[src/rtl/dff8_pkg.sv]
// dff8 shared constants.
// Default width and reset value for the byte register.
package dff8_pkg;

    localparam int DFF8_WIDTH = 8;
    localparam logic [DFF8_WIDTH-1:0] DFF8_RESET = '0;

endpackage

[src/rtl/dff8.sv]
// dff8: positive-edge D register bank.
// Asynchronous active-high clear to RESET_VALUE.
module dff8
    import dff8_pkg::*;
#(
    parameter int WIDTH = DFF8_WIDTH,
    parameter logic [WIDTH-1:0] RESET_VALUE = WIDTH'(DFF8_RESET)
) (
    input  logic             clk,
    input  logic             areset,
    input  logic [WIDTH-1:0] d,
    output logic [WIDTH-1:0] q
);

    // Declaration init gives a defined power-up value before any edge.
    logic [WIDTH-1:0] q_r = RESET_VALUE;

    always_ff @(posedge clk or posedge areset) begin
        if (areset) begin
            q_r <= RESET_VALUE;
        end else begin
            q_r <= d;
        end
    end

    assign q = q_r;

endmodule

[config.mk]
export PLATFORM = sky130hd
export DESIGN_NAME = dff8
export DESIGN_NICKNAME = d
export VERILOG_FILES = /design/src/rtl/dff8_pkg.sv /design/src/rtl/dff8.sv
export SDC_FILE = /design/constraint.sdc
export NUM_CORES = 1
export LEC_CHECK = 0
export ABC_AREA = 1
export ABC_CLOCK_PERIOD_IN_PS = 800
export BUFFER_PORTS_ARGS = -buffer_cell sky130_fd_sc_hd__buf_2
export CORE_AREA = 2 2 39 41
export CTS_CLUSTER_DIAMETER = 100
export CTS_CLUSTER_SIZE = 14
export DETAILED_ROUTE_END_ITERATION = 7
export DIE_AREA = 0 0 41 43
export SYNTH_ARGS = -nofsm -noshare
export SYNTH_HDL_FRONTEND = slang
export SYNTH_SLANG_ARGS = --single-unit
[constraint.sdc]
create_clock -name clk -period 0.8 [get_ports clk]
set_input_delay 0.16 -clock clk [delete_from_list [all_inputs] [get_ports clk]]
set_output_delay 0.16 -clock clk [all_outputs]
set_load 0.02 [all_outputs]
==> flow_metrics.py, run 1 <==
metrics = {
    "final_layout": {
        "area_growth_pct": 92.0,
        "antenna_cells": 0,
        "n_fill_cell": 149,
        "regArea_um2": 200,
        "multiInputGateArea_um2": 0,
        "comb.multi_input.count": 0,
        "fin_nets": 42,
        "stdcell_count": 46,
        "final_layout_size_suffix_gt1_share_pct": 66.7,
        "largest_reg_flops": 8,
        "fin_area_um2": 392,
    },
    "sta": {
        "setup_violations": 8,
        "worst_pin_slew_ns": 0.281,
        "fin_ws_ns": -0.108,
        "report.final.slew_viol_count": 0,
        "fmax_ghz": 1.10,
        "hold_viol": 0,
        "fin_crit_ns": 0.908,
        "tns_ns": -0.804,
        "finalCritPeriodShare_pct": 114,
        "rsz0062_at_grt": "yes",
        "slew_headroom_pct": 81.2,
    },
    "run": {
        "drv_cap": 0,
    },
    "detailed_routing": {
        "post_drt_wl_per_cell_um": 10.1,
        "drt-pass1-iter-count": 1,
        "drt-vias-per-instance": 3.22,
        "route.antenna.remaining_nets": 0,
        "drt-total-wl_um": 466,
        "drc": 0,
        "vias": 148,
        "drtIter0Drc": 0,
    },
    "die": {
        "dieArea_um2": 1760,
        "rows": 14,
        "boundaryPins": 18,
        "die_x_um": 41,
        "initial_utilization_pct": 14.7,
        "fp.dieH_um": 43,
        "core_um2": 1380,
    },
    "power_and_ir_drop": {
        "p_total_uw": 825,
        "power_leakage_nw": 0.200,
        "p_per_area_nw_per_um2": 2110,
        "vdd.ir_drop.worst_mv": 0.439,
    },
    "logic_synthesis": {
        "synthMuxAreaShare_pct": 0,
        "synth-seq-area-share_pct": 98.2,
        "yosysTopAreaCell": "dfrtp_1",
        "netlist_area_um2": 204,
        "ys_ff_latch": 8,
        "yosys_warnings": 0,
        "synth-async-reset-ratio_pct": 100,
        "synth_fa_ha_area_share_pct": 0,
        "syn_nets": 19,
        "synth_compound_area_share_pct": 0,
        "syn_avg_cell_area_um2": 22.7,
        "synth_top_family_by_area": "buffers and inverters",
        "yosys.area_share.simple_pct": 0,
        "synth_area_leaders": "dfrtp_1, inv_1",
        "syn_inst": 9,
        "synth_enable_flop_cells": 0,
        "synthTopCellsByCount": "dfrtp_1, inv_1",
        "synth-xor-area-share_pct": 0,
        "yosysMostFrequentCell": "dfrtp_1",
        "ys.flop_type": "dfrtp_1",
        "synth.distinct_cells": 2,
        "yosys.area.top_type_share_pct": 98.2,
    },
    "placement": {
        "pre_cts_ws_ns": 0.132,
        "port_buffers": 17,
        "gp_congestion": 0.644,
        "dp_cells": 42,
        "place_area_um2": 309,
    },
    "run_status": {
        "violations": "setup timing",
        "status": "finished with violations",
    },
    "global_routing": {
        "grt_max_degree": 9,
        "antenna_found_initial": 0,
        "grt_pass1_wl_um": 690,
        "grt_pass1_vias": 164,
        "grt.total_usage_pct": 6.82,
        "overflow": 0,
    },
    "hold_path": {
        "hold_path_class": "in2reg",
        "min_from": "d[3]",
        "whs_path_depth": 1,
        "holdPathEnd": "q[3]",
    },
    "critical_path": {
        "worstPathCellList": "buf_6",
        "cp_num_buf_inv": 1,
        "slowest_stage": "dfrtp_1",
        "crit_family": "flip-flops",
        "setup.worst_path.end_class": "output port",
        "crit_fanout": 1,
        "crit_type": "reg2out",
        "critPathLaunchType": "register",
        "arrival_ns": 0.75,
        "worst_path_largest_cell_delay_ns": 0.37,
        "cp.required_ns": 0.64,
    },
    "clock_network": {
        "clock_path_buffers": 2,
        "cts_tree": "done",
        "cts_max_level": 1,
        "cts_buffers": 3,
        "cts_root_buf": "clkbuf_4",
        "postCtsSetupBuffers": 0,
        "clk_pin_slew_ns": 0.05,
        "cts.sinks": 8,
    },
}
per-layer routing:
layer  global-route usage [%]  vias up  wire length (um)
met1                     9.06       62               236
met3                     5.76        0                77
met4                     6.00        0                 0
met5                        0        -                 0
met2                     6.25       18               153
li1                         -       68                 -
worst max-delay path by stage:
| stage | from | cells past startpoint | end | slack, ns |
|---|---|---|---|---|
| CTS | q[3] | 1 | q[3] | -0.13 |
| global route | q[4] | 1 | q[4] | -0.14 |
| global placement | q[3] | 1 | q[3] | 0.14 |
| finish | q[3] | 1 | q[3] | -0.11 |
| detailed placement | q[3] | 1 | q[3] | 0.13 |
| floorplan | q[0] | 0 | q[0] | 0.22 |
logic make-up after synthesis:
group                  Yosys count
buffers and inverters            1
DFF                              8
through the flow:
stage | hold slack, ns | util (%)
floorplan | -0.0243 | -
global placement | 0.101 | 22.3
detailed placement | 0.110 | 22.3
CTS | 0.0197 | 28.3
global route | 0.0146 | 28.3
finish | 0.0250 | 28.3
what timing repair did:
item	in CTS	in global routing
cloned	0	0
hold endpoints to repair	8	0
hold buffers	1	0
gates resized for setup	16	0
setup endpoints to repair	8	8
area by class of cell:
cell class              count  area share (%)
clock buffers               3            5.75
repair buffers             18            37.1
flip-flops and latches      8            51.1
well taps                  16            5.11
inverters                   1           0.958
report_power, final:
group          leakage, nW  internal [mW]  total (mW)  switching, mW
logic               0.0933         0.0569       0.106         0.0486
registers           0.0932          0.426       0.436        0.00981
clock network       0.0138          0.170       0.283          0.113
placed cells by master, fill, tap and decap left out:
cell type and count:
inv_1 1, buf_2 9, buf_6 8, clkbuf_4 3, dlygate4sd3_1 1, dfrtp_1 8
Note: power is estimated with default switching activity, not from simulation.
==> inputs of run 2 (changes only) <==
==> constraint.sdc (replaced) <==
create_clock -name clk -period 0.8 [get_ports clk]
set_input_delay 0.16 -clock clk [delete_from_list [all_inputs] [get_ports clk]]
set_output_delay 0.16 -clock clk [all_outputs]
set_load 0.1 [all_outputs]
==> run 2 against run 1 <==
The run still ends with setup timing left. Cell area increased by 26%. Setup slack got worse by 0.15 ns. Critical path depth unchanged. Utilization increased by 7.2 points. Routed wire length decreased by 6.7%. Fmax decreased by 14%. Clock power increased by 6%. Worst hold slack got worse by 0.010 ns. Critical endpoint is now q[1].
==> flow_metrics.py, run 2 (synthesized netlist as in run 1, its figures left out) <==
metrics = {
    "final_layout": {
        "largest_reg_flops": 8,
        "stdcell_count": 46,
        "multiInputGateArea_um2": 0,
        "final_layout_size_suffix_gt1_share_pct": 93.3,
        "final_common_cell": "buf_2",
        "comb.multi_input.count": 0,
        "antenna_cells": 0,
        "n_fill_cell": 129,
        "final_cell_mix": "buf_2, buf_12, dfrtp_4, clkbuf_4",
        "area_growth_pct": 141,
        "fin_area_um2": 492,
        "fin_nets": 42,
        "post-route-util_pct": 35.5,
    },
    "sta": {
        "slew_headroom_pct": 80.9,
        "setup_violations": 8,
        "whs_ns": 0.0150,
        "report.final.slew_viol_count": 0,
        "fin_crit_ns": 1.06,
        "fin_ws_ns": -0.258,
        "worst_pin_slew_ns": 0.285,
        "finalCritPeriodShare_pct": 132,
        "rsz0062_at_grt": "yes",
        "hold_viol": 0,
        "tns_ns": -2.03,
        "fmax_ghz": 0.945,
    },
    "critical_path": {
        "crit_family": "flip-flops",
        "arrival_ns": 0.90,
        "worstPathCellList": "buf_12",
        "worst_path_largest_cell_delay_ns": 0.48,
        "crit_type": "reg2out",
        "cp-startpoint": "q[1]",
        "cp.required_ns": 0.64,
        "critPathLaunchType": "register",
        "cp_num_buf_inv": 1,
        "slowest_stage": "dfrtp_4",
        "crit_fanout": 1,
        "setup.worst_path.end_class": "output port",
    },
    "global_routing": {
        "overflow": 0,
        "grt.total_usage_pct": 6.11,
        "grt_pass1_wl_um": 634,
        "antenna_found_initial": 0,
        "grt_max_degree": 9,
        "grt_pass1_vias": 154,
    },
    "power_and_ir_drop": {
        "combPwrFrac_pct": 26.8,
        "intPower_uw": 708,
        "vdd.ir_drop.worst_mv": 0.863,
        "p_total_mw": 1.03,
        "p_sw_uw": 323,
        "pwr-share-seq_pct": 44.2,
        "p_per_area_nw_per_um2": 2100,
        "swShare_pct": 31.3,
        "clkPwrFrac_pct": 29.0,
        "power_leakage_nw": 0.220,
    },
    "detailed_routing": {
        "route.antenna.remaining_nets": 0,
        "vias": 144,
        "drtIter0Drc": 0,
        "post_drt_wl_per_cell_um": 9.46,
        "drt-total-wl_um": 435,
        "drt-pass1-iter-count": 1,
        "drt-vias-per-instance": 3.13,
        "drc": 0,
    },
    "die": {
        "core_um2": 1380,
        "fp.dieH_um": 43,
        "dieArea_um2": 1760,
        "initial_utilization_pct": 14.7,
        "boundaryPins": 18,
        "rows": 14,
        "die_x_um": 41,
    },
    "clock_network": {
        "cts_tree": "done",
        "clk_pin_slew_ns": 0.05,
        "cts.sinks": 8,
        "cts_buffers": 3,
        "postCtsSetupBuffers": 0,
        "cts_max_level": 1,
        "cts_root_buf": "clkbuf_4",
        "clock_path_buffers": 2,
    },
    "hold_path": {
        "min_from": "d[4]",
        "hold_path_class": "in2reg",
    },
    "placement": {
        "pre_cts_ws_ns": 0.00518,
        "dp_cells": 42,
        "place_area_um2": 459,
        "port_buffers": 17,
        "gp_congestion": 0.652,
    },
    "run": {
        "drv_cap": 0,
    },
    "run_status": {
        "violations": "setup timing",
        "status": "finished with violations",
    },
}
==> run 2: cell counts in the layout (fill, tap and decap cells not counted) <==
No cell type changed its count.
==> run 2: final timing paths <==
check	to	slack, ns	cells past startpoint
worst min-delay path	q[4]	0.01	1
max in group asynchronous	q[2]	0.17	3
min in group asynchronous	q[3]	0.39	3
worst max-delay path	q[1]	-0.26	1
==> run 2: area by class of cell <==
class / instances / area (um^2) / share of cell area, %
flip-flops and latches: 8 / 230 / 46.8
repair buffers: 18 / 215 / 43.8
clock buffers: 3 / 22.5 / 4.58
well taps: 16 / 20.0 / 4.07
inverters: 1 / 3.75 / 0.763
==> run 2: what timing repair did <==
action / 4_1_cts / 5_1_grt
gates resized for setup: 0 / 0
hold buffers: 1 / 0
pin swaps: 0 / 0
endpoints found under the hold margin: 8 / 0
setup endpoints to repair: 8 / 8
==> run 2: metal layers <==
layer	up-vias	track usage, %	share of wire (%)
met2	18	5.31	32
met3	0	3.66	24
met1	58	8.08	44
li1	68	-	-
met5	-	0	0
met4	0	8.00	0
==> run 2: power by group through the flow <==
stage / registers (mW) / clock network, mW / logic [mW]
global route: 0.457 / 0.327 / 0.286
detailed placement: 0.465 / 0 / 0.275
finish: 0.456 / 0.300 / 0.276
floorplan: 0.609 / 0 / 0.00632
global placement: 0.465 / 0 / 0.274
CTS: 0.457 / 0.315 / 0.278
